## src/rtl/alu_issue_ctrl_if.sv

```systemverilog
`default_nettype none
// ============================================================================
// Module   : alu_issue_ctrl_if
// Purpose  : Bundles the instruction channel, the result channel and the
//            combinational ALU bus of the issue controller.
//            master = surrounding system (instruction source, result sink,
//            ALU); slave = the issue controller itself.
// Revision : 1.0 - initial release
// ============================================================================
interface alu_issue_ctrl_if;
  // Instruction channel (valid/ready)
  logic        instr_valid;
  logic        instr_ready;
  logic [31:0] instr_data;

  // Result channel (valid/ready)
  logic        result_valid;
  logic        result_ready;
  logic [31:0] result_data;
  logic [2:0]  result_rd;

  // Combinational ALU bus
  logic [31:0] alu_s1;
  logic [31:0] alu_s2;
  logic [3:0]  alu_opcode;
  logic [31:0] alu_out;

  modport master (
    output instr_valid,
    input  instr_ready,
    output instr_data,
    input  result_valid,
    output result_ready,
    input  result_data,
    input  result_rd,
    input  alu_s1,
    input  alu_s2,
    input  alu_opcode,
    output alu_out
  );

  modport slave (
    input  instr_valid,
    output instr_ready,
    input  instr_data,
    output result_valid,
    input  result_ready,
    output result_data,
    output result_rd,
    output alu_s1,
    output alu_s2,
    output alu_opcode,
    input  alu_out
  );
endinterface
`default_nettype wire

```

## src/rtl/alu_issue_ctrl.sv

```systemverilog
`default_nettype none
// ============================================================================
// Module   : alu_issue_ctrl
// Purpose  : Instruction-issue controller for the combinational ALU. Accepts
//            an instruction, reads operands from a small register file,
//            presents them to the ALU, writes the result back and reports it
//            on a valid/ready result port.
// Revision : 1.0 - initial release
// ============================================================================
module alu_issue_ctrl #(
  parameter int NREGS = 8   // 2..8 registers, r0 is hard-wired to zero
) (
  input  wire logic        clk,
  input  wire logic        rst_n,
  alu_issue_ctrl_if.slave  bus,
  output logic             illegal_op,
  input  wire logic [2:0]  dbg_addr,
  output logic [31:0]      dbg_data
);

  // --------------------------------------------------------------------------
  // Opcodes understood by the ALU
  // --------------------------------------------------------------------------
  localparam logic [3:0] OP_ADD  = 4'd0;
  localparam logic [3:0] OP_SLL  = 4'd1;
  localparam logic [3:0] OP_SLT  = 4'd2;
  localparam logic [3:0] OP_SGTU = 4'd3;
  localparam logic [3:0] OP_XOR  = 4'd4;
  localparam logic [3:0] OP_SRL  = 4'd5;
  localparam logic [3:0] OP_OR   = 4'd6;
  localparam logic [3:0] OP_AND  = 4'd7;
  localparam logic [3:0] OP_SUB  = 4'd8;
  localparam logic [3:0] OP_SRA  = 4'd13;

  // --------------------------------------------------------------------------
  // Controller states
  // --------------------------------------------------------------------------
  localparam logic [1:0] S_IDLE  = 2'd0;
  localparam logic [1:0] S_ISSUE = 2'd1;
  localparam logic [1:0] S_WB    = 2'd2;

  logic [1:0] state;
  logic [1:0] state_next;

  // --------------------------------------------------------------------------
  // Instruction field decode
  // --------------------------------------------------------------------------
  logic [3:0]  dec_op;
  logic        dec_use_imm;
  logic [2:0]  dec_rd;
  logic [2:0]  dec_rs1;
  logic [2:0]  dec_rs2;
  logic [15:0] dec_imm;
  logic        unused_instr_bits;

  assign dec_op            = bus.instr_data[31:28];
  assign dec_use_imm       = bus.instr_data[27];
  assign dec_rd            = bus.instr_data[26:24];
  assign dec_rs1           = bus.instr_data[22:20];
  assign dec_rs2           = bus.instr_data[18:16];
  assign dec_imm           = bus.instr_data[15:0];
  // Bits 23 and 19 are reserved padding between register fields.
  assign unused_instr_bits = bus.instr_data[23] ^ bus.instr_data[19];

  // Register file; r0 has no storage and always reads as zero.
  logic [31:0] regs [1:NREGS-1];

  logic [31:0] rs1_val;
  logic [31:0] rs2_val;
  logic [31:0] imm_sext;
  logic        op_legal;
  logic        accept;
  logic        wb_en;
  logic        wb_done;
  logic [2:0]  rd_q;

  // Sign-extended immediate operand.
  assign imm_sext = {{16{dec_imm[15]}}, dec_imm};

  // Classify the incoming opcode as supported or not.
  always_comb begin
    op_legal = 1'b0;
    case (dec_op)
      OP_ADD, OP_SLL, OP_SLT, OP_SGTU, OP_XOR,
      OP_SRL, OP_OR, OP_AND, OP_SUB, OP_SRA: op_legal = 1'b1;
      default:                               op_legal = 1'b0;
    endcase
  end

  // Register-file read ports: rs1, rs2 and the debug port. Indices that are
  // zero or beyond NREGS-1 read as zero.
  always_comb begin
    rs1_val  = '0;
    rs2_val  = '0;
    dbg_data = '0;
    for (int i = 1; i < NREGS; i++) begin
      if (dec_rs1 == 3'(i)) rs1_val = regs[i];
      if (dec_rs2 == 3'(i)) rs2_val = regs[i];
      if (dbg_addr == 3'(i)) dbg_data = regs[i];
    end
  end

  // --------------------------------------------------------------------------
  // FSM process 1: state register
  // --------------------------------------------------------------------------
  always_ff @(posedge clk) begin
    if (!rst_n) state <= S_IDLE;
    else        state <= state_next;
  end

  // --------------------------------------------------------------------------
  // FSM process 2: next-state logic. An illegal opcode is consumed in IDLE
  // without leaving it.
  // --------------------------------------------------------------------------
  always_comb begin
    state_next = state;
    case (state)
      S_IDLE:  if (accept && op_legal) state_next = S_ISSUE;
      S_ISSUE: state_next = S_WB;
      S_WB:    if (bus.result_ready) state_next = S_IDLE;
      default: state_next = S_IDLE;
    endcase
  end

  // --------------------------------------------------------------------------
  // FSM process 3: outputs and datapath enables. instr_ready is also gated
  // by rst_n so nothing is offered as accepted while reset is held.
  // --------------------------------------------------------------------------
  always_comb begin
    bus.instr_ready = 1'b0;
    wb_en           = 1'b0;
    wb_done         = 1'b0;
    case (state)
      S_IDLE:  bus.instr_ready = rst_n;
      S_ISSUE: wb_en           = 1'b1;
      S_WB:    wb_done         = bus.result_ready;
      default: ;
    endcase
  end

  assign accept = bus.instr_valid && bus.instr_ready;

  // ALU operand registers, illegal pulse and result port. ALU operands only
  // change on an accept so the ALU sees a full stable cycle in ISSUE.
  always_ff @(posedge clk) begin
    if (!rst_n) begin
      bus.alu_s1       <= '0;
      bus.alu_s2       <= '0;
      bus.alu_opcode   <= '0;
      rd_q             <= '0;
      illegal_op       <= 1'b0;
      bus.result_valid <= 1'b0;
      bus.result_data  <= '0;
      bus.result_rd    <= '0;
    end else begin
      illegal_op <= accept && !op_legal;
      if (accept) begin
        bus.alu_s1     <= rs1_val;
        bus.alu_s2     <= dec_use_imm ? imm_sext : rs2_val;
        bus.alu_opcode <= dec_op;
        rd_q           <= dec_rd;
      end
      if (wb_en) begin
        bus.result_valid <= 1'b1;
        bus.result_data  <= bus.alu_out;
        bus.result_rd    <= rd_q;
      end else if (wb_done) begin
        bus.result_valid <= 1'b0;
      end
    end
  end

  // Register-file write port: captures the ALU result at the end of ISSUE,
  // which completes before the next instruction can be accepted.
  always_ff @(posedge clk) begin
    if (!rst_n) begin
      for (int i = 1; i < NREGS; i++) regs[i] <= '0;
    end else begin
      for (int i = 1; i < NREGS; i++) begin
        if (wb_en && (rd_q == 3'(i))) regs[i] <= bus.alu_out;
      end
    end
  end

endmodule
`default_nettype wire

```

## src/flat_wrapper.sv

```systemverilog
// flat-port wrapper written by rule: the top's interface ports become plain ports
module alu_issue_ctrl_flat 
#(
  parameter int NREGS = 8                                              
)
  (clk, rst_n, illegal_op, dbg_addr, dbg_data, bus_instr_valid, bus_instr_ready, bus_instr_data, bus_result_valid, bus_result_ready, bus_result_data, bus_result_rd, bus_alu_s1, bus_alu_s2, bus_alu_opcode, bus_alu_out);
  alu_issue_ctrl_if bus_i ();
  input  wire logic clk;
  input  wire logic rst_n;
  output logic illegal_op;
  input  wire logic [2:0] dbg_addr;
  output logic [31:0] dbg_data;
  input wire logic [$bits(bus_i.instr_valid)-1:0] bus_instr_valid;
  output wire logic [$bits(bus_i.instr_ready)-1:0] bus_instr_ready;
  input wire logic [$bits(bus_i.instr_data)-1:0] bus_instr_data;
  output wire logic [$bits(bus_i.result_valid)-1:0] bus_result_valid;
  input wire logic [$bits(bus_i.result_ready)-1:0] bus_result_ready;
  output wire logic [$bits(bus_i.result_data)-1:0] bus_result_data;
  output wire logic [$bits(bus_i.result_rd)-1:0] bus_result_rd;
  output wire logic [$bits(bus_i.alu_s1)-1:0] bus_alu_s1;
  output wire logic [$bits(bus_i.alu_s2)-1:0] bus_alu_s2;
  output wire logic [$bits(bus_i.alu_opcode)-1:0] bus_alu_opcode;
  input wire logic [$bits(bus_i.alu_out)-1:0] bus_alu_out;
  assign bus_i.instr_valid = bus_instr_valid;
  assign bus_instr_ready = bus_i.instr_ready;
  assign bus_i.instr_data = bus_instr_data;
  assign bus_result_valid = bus_i.result_valid;
  assign bus_i.result_ready = bus_result_ready;
  assign bus_result_data = bus_i.result_data;
  assign bus_result_rd = bus_i.result_rd;
  assign bus_alu_s1 = bus_i.alu_s1;
  assign bus_alu_s2 = bus_i.alu_s2;
  assign bus_alu_opcode = bus_i.alu_opcode;
  assign bus_i.alu_out = bus_alu_out;
  alu_issue_ctrl #(.NREGS(NREGS)) u_core (.clk(clk), .rst_n(rst_n), .bus(bus_i), .illegal_op(illegal_op), .dbg_addr(dbg_addr), .dbg_data(dbg_data));
endmodule
```

## config.mk

```make
export PLATFORM = sky130hd
export DESIGN_NAME = alu_issue_ctrl_flat
export DESIGN_NICKNAME = d
export VERILOG_FILES = /design/src/rtl/alu_issue_ctrl_if.sv /design/src/rtl/alu_issue_ctrl.sv /design/src/flat_wrapper.sv
export SDC_FILE = /design/constraint.sdc
export NUM_CORES = 1
export LEC_CHECK = 0
export BUFFER_PORTS_ARGS = -buffer_cell sky130_fd_sc_hd__buf_4
export CAP_MARGIN = 20
export CORE_ASPECT_RATIO = 1.75
export CORE_MARGIN = 10
export CORE_UTILIZATION = 56
export DETAILED_ROUTE_END_ITERATION = 8
export PLACE_DENSITY = 0.88
export SYNTH_ARGS = -nofsm -noshare
export SYNTH_HDL_FRONTEND = slang
export SYNTH_SLANG_ARGS = --single-unit
```

## constraint.sdc

```tcl
create_clock -name clk -period 7 [get_ports clk]
set_input_delay 0.7 -clock clk [delete_from_list [all_inputs] [get_ports clk]]
set_output_delay 0.7 -clock clk [all_outputs]
set_load 0.005 [all_outputs]
```

### Word level (Yosys, flattened, before mapping)

Memory sizes are Yosys's and may differ from the RTL's.
Cells that the tools add are included.
W data, S select, Z words.

* register bits after elaboration: 110
* input bits: 71
* logic and storage cells: 123
* memories kept: 2
* output and inout bits: 138
* ROM bits: 16
* bits in writable memories: 224

Memories
* u_core.regs: words 7, width 32, rd ports 7, clocked after memory_dff 0, wr ports 7, RTL line alu_issue_ctrl.sv:66 `logic [31:0] regs [1:NREGS-1];`
* (no name shown): words 16, width 1, rd ports 1, clocked after memory_dff 0, wr ports 0, RTL line alu_issue_ctrl.sv:83 `case (dec_op)`

* reduce and logical (&&, ||, !) cells: 14
* bitwise logic cells: 7
* multiplexer cells: 59
* eq/ne operators: 32

Operator list (count)
* $mux W32: 29
* $eq A3 B3 Y1 const B: 16
* $mux W1: 27
* $eq A3 B2 Y1 const B: 8
* $eq A3 B1 Y1 const B: 4
* $logic_and A1 B1 Y1: 10
* $or A1 B1 Y1: 7
* $pmux W2 S3: 1
* $mux W2: 2
* $eq A2 B1 Y1 const B: 1
* $eq A2 B2 Y1 const B: 1
* $logic_not A2 Y1: 1
* $ne A2 B1 Y1 const B: 1
* $ne A2 B2 Y1 const B: 1
* $reduce_and A2 Y1: 1
* $reduce_bool A2 Y1: 1
* $logic_not A1 Y1: 1

### Depth between registers and ports, before layout

* depth in word-level cells: 9
* mapped depth: 7
* depth with buffers taken out: 4

### Worst setup path after synthesis

Ideal clock, no wire load.

* path kind: register to register
* start point: register u_core.state[1]
* end point: register u_core.regs[0][64] (netlist name)
* library setup time: 0.470 ns
* slack: 3.267 ns
* data required time: 6.530 ns
* period minus slack after synthesis: 3.733 ns
* stages on the path, launching flop included: 5
* arrival: 3.263 ns
* buffers on the path: 1
* path through: dfxtp_1 -> and2b_1 -> buf_2 -> nand2_1 -> o31ai_1

RTL lines
* start, declared: RTL line alu_issue_ctrl.sv:42 `logic [1:0] state;`
* start signal, assigned: RTL line alu_issue_ctrl.sv:108 `else state <= state_next;`

### Worst setup path after layout

* start point: input dbg_addr[1]
* end point: output dbg_data[30]

* longest elaborated chain between the ends: 8
* elaborated cells between the ends (all ways): 14
* classes of those cells: 7 x eq/ne; 7 x mux

Ends and longest elaborated chain
* start, declared: RTL line flat_wrapper.sv:11 `input wire logic [2:0] dbg_addr;`
* $eq A3 B1 Y1: RTL line alu_issue_ctrl.sv:99 `if (dbg_addr == 3'(i)) dbg_data = regs[i];`
* $mux W32 (6 in a row): RTL line alu_issue_ctrl.sv:99
* $mux W32 *: RTL line alu_issue_ctrl.sv:99
* end, declared: RTL line flat_wrapper.sv:12 `output logic [31:0] dbg_data;`

Mark *: on every way between the ends. The rest lies on a longest branch, timed or not.

==> impl_metrics.env <==
export IMPL_arrival_ns=3.26
export IMPL_setup_viol=0
export IMPL_ys_warn_count=0
export IMPL_multi_input_area_um2=8500
export IMPL_timing_critical_path_mode_cell="buf_4"
export IMPL_postRouteAntennaNets=0
export IMPL_setup_tns_ns=0
export IMPL_final_min_clock_period_ns=3.96
export IMPL_timing_fmax_ghz=0.253
export IMPL_syn_to_final_growth_pct=14.1
export IMPL_synth_compound_area_share=0.173
export IMPL_grt_first_pass_wirelength_mm=90.7
export IMPL_clk_latency_ns=0.58
export IMPL_drt_pass1_iterations=7
export IMPL_hold_viol=0
export IMPL_synth_area_mux_share=0.126
export IMPL_synth_simple_area_share=0.155
export IMPL_synth_flop_cell="edfxtp_1"
export IMPL_layout_drive_gt1_share=0.215
export IMPL_postLayoutCellArea_um2=20900
export IMPL_synth_top_family_by_area="compound AO/OA/AOI/OAI gates"
export IMPL_ctsResizeCount=0
export IMPL_drv_cap=0
export IMPL_wl_per_cell_um=27.6
export IMPL_clock_sinks=334
export IMPL_async_flop_share=0
export IMPL_cp_slowest_cell="and3_1"
export IMPL_die_x_um=157
export IMPL_ys_ff_latch=334
export IMPL_dp_hpwl_mm=36.9
export IMPL_io_buffers=206
export IMPL_synthDistinctLibCells=55
export IMPL_synth_nets=1783
export IMPL_dieArea_um2=40700
export IMPL_cts_setup_buffers=0
export IMPL_crit_path_end_kind="output pin"
export IMPL_synth_xor_area_frac=0.000478
export IMPL_drtIter0Drc=2043
export IMPL_via_per_inst=6.92
export IMPL_rsz0062_at_grt="no"
export IMPL_placed_area_um2=19800
export IMPL_gp_congestion=0.886
export IMPL_worst_slew_pin_slew_ns=1.18
export IMPL_num_rows=87
export IMPL_vias=15600
export IMPL_netlist_area_um2=18300
export IMPL_p_total_w=0.00472
export IMPL_period_share=0.565
export IMPL_ys_seq_area_frac=0.487
export IMPL_cts_hold_buf=0
export IMPL_ioPinCount=209
export IMPL_overflow=0
export IMPL_syn_avg_cell_area_um2=10.7
export IMPL_cpPeakStageDelay_ns=0.81
export IMPL_crit_chain="buf_4 > buf_4 > and3_1 > a221oi_1 > buf_4"
export IMPL_worstPathRequired_ns=6.30
export IMPL_clk_pin_slew_ns=0.07
export IMPL_synth_edf_count=224
export IMPL_core_region_area_um2=32300
export IMPL_fin_worst_skew_ns=0.0162
export IMPL_grt_pass1_vias=15600
export IMPL_synth_fa_ha_area_frac=0
export IMPL_fill_cells=2373
export IMPL_startpoint_type="primary input"
export IMPL_final_common_cell="buf_4"
export IMPL_routed_wl_mm=62.0
export IMPL_fin_nets=1892
export IMPL_final_seq_area_um2=8930
export IMPL_holdCritPathClass="in2reg"
export IMPL_grt_antenna_before_repair=1
export IMPL_htreeDepth=1
export IMPL_numCtsBuffers=30
export IMPL_drv_slew=0
export IMPL_clockBufferDepth=3
export IMPL_final_cell_mix="buf_4 (231), and2_1 (226), edfxtp_1 (224)"
export IMPL_start_util=0.567
export IMPL_peakVddDrop_uv=196
export IMPL_route_detailed_drc=0
export IMPL_syn_inst=1712
export IMPL_root_buffer="clkbuf_16"
export IMPL_slew_headroom=0.214
export IMPL_power_density_nw_per_um2=225
export IMPL_critPathKind="in2out"
export IMPL_p_leak_nw=8.07
export IMPL_grtUsageTotal=0.291
export IMPL_tritoncts="done"
export IMPL_die_y_um=259
export IMPL_outcome="complete, no violations"
export IMPL_r2r_slack_ns=3.83
export IMPL_path_max_fanout=47
export IMPL_grt_max_degree=77
export IMPL_whs_ns=0.390
sequential cells by signal, summed over array words and instances, names as in the netlist:
| name | count |
|---|---|
| u_core.bus.alu_s1 | 32 |
| u_core.state | 2 |
| u_core.bus.alu_s2 | 32 |
| u_core.bus.result_rd | 3 |
| u_core.bus.result_valid | 1 |
| u_core.bus.alu_opcode | 4 |
| u_core.rd_q | 3 |
| u_core.illegal_op | 1 |
| u_core.regs | 224 |
| u_core.bus.result_data | 32 |
worst paths after layout:
kind / depth (start not counted) / endpoint / from
worst max-delay path: 5 / dbg_data[30] / dbg_addr[1]
worst min-delay path: 3 / u_core.rd_q[2]$_SDFFE_PN0P_ / bus_instr_data[26]
worst max register to register: 6 / u_core.regs[0][79]$_SDFFCE_PN0P_ / u_core.state[0]$_SDFFE_PN0P_
worst min register to register: 2 / u_core.bus.alu_s2[9]$_SDFFE_PN0P_ / u_core.bus.alu_s2[9]$_SDFFE_PN0P_
per-layer routing:
layer  part of all wire  vias to the layer above  GRT usage
met4              0.070                        0      0.200
met3               0.13                      317     0.0670
met5                  0                        -          0
met2               0.48                     1294      0.478
met1               0.32                     7420      0.328
li1                   -                     6520          -
area by class of cell:
cell class,count,area share
clock buffer,40,0.0392
timing repair buffer,233,0.0846
tap,400,0.0239
clock inverter,16,0.0103
multi-input combinational,1174,0.406
antenna,3,0.000359
inverter,48,0.00861
sequential,334,0.427
Yosys cell counts (3+ instances only):
library cell    n  share of area
nand3_1        32         0.0087
mux2i_1       111          0.061
mux4_2         22          0.027
o21ai_0        67          0.018
a32o_1         10         0.0055
o21ai_1        50          0.014
nor2_1         72          0.015
mux2_1          8         0.0049
buf_6          16         0.0098
clkbuf_2       13         0.0035
a21oi_1        38          0.010
a221oi_1       70          0.033
a21boi_0       51          0.021
nand2_1       149          0.030
and2b_1         4         0.0016
and2_1        226          0.077
a221o_1        40          0.022
buf_4          16         0.0065
nor2_2          3         0.0010
o2bb2ai_1      25          0.012
mux2_2         55          0.034
nor2b_1        36          0.012
dfxtp_1       110           0.12
nand3b_1        3         0.0012
nand2b_1        6         0.0020
clkbuf_1       60          0.012
edfxtp_1      224           0.37
o211ai_1        9         0.0037
o31ai_1        12         0.0049
nor3_1          8         0.0022
a31oi_1        15         0.0051
buf_8           3         0.0025
inv_1          48         0.0098
a211oi_1        9         0.0037
a22oi_1         3         0.0012
a221oi_2       13          0.011
o22ai_1         9         0.0031
buf_2          45          0.012
worst max-delay path, delay by kind of cell:
kind,cells,cell delay [ns]
buf+inv,3,1.36
simple gates,1,0.81
compound gates,1,0.35
power breakdown:
part           switching [W]  internal, W  total, W
Combinational       0.000412     0.000278  0.000691
Clock               0.000752      0.00101   0.00176
Sequential         0.0000707      0.00219   0.00226
Total                0.00123      0.00348   0.00472
stage by stage:
step                      setup WS [ns]   util  instances
after floorplan                    3.27      -       1712
after global placement             3.30  0.614       2187
after CTS                          3.30  0.646       2243
after detailed placement           3.28  0.614       2187
final                              3.04  0.647       2248
after global routing               3.12  0.647       2246
cell families (layout without fill, tap and decap cells):
kind of cell | Yosys count | in the layout
mux | 196 | 196
compound gates | 429 | 429
buf+inv | 204 | 337
other cells | 0 | 3
simple gates | 548 | 548
flops | 334 | 334
xor+xnor | 1 | 1
(Power assumes the default switching activity.)
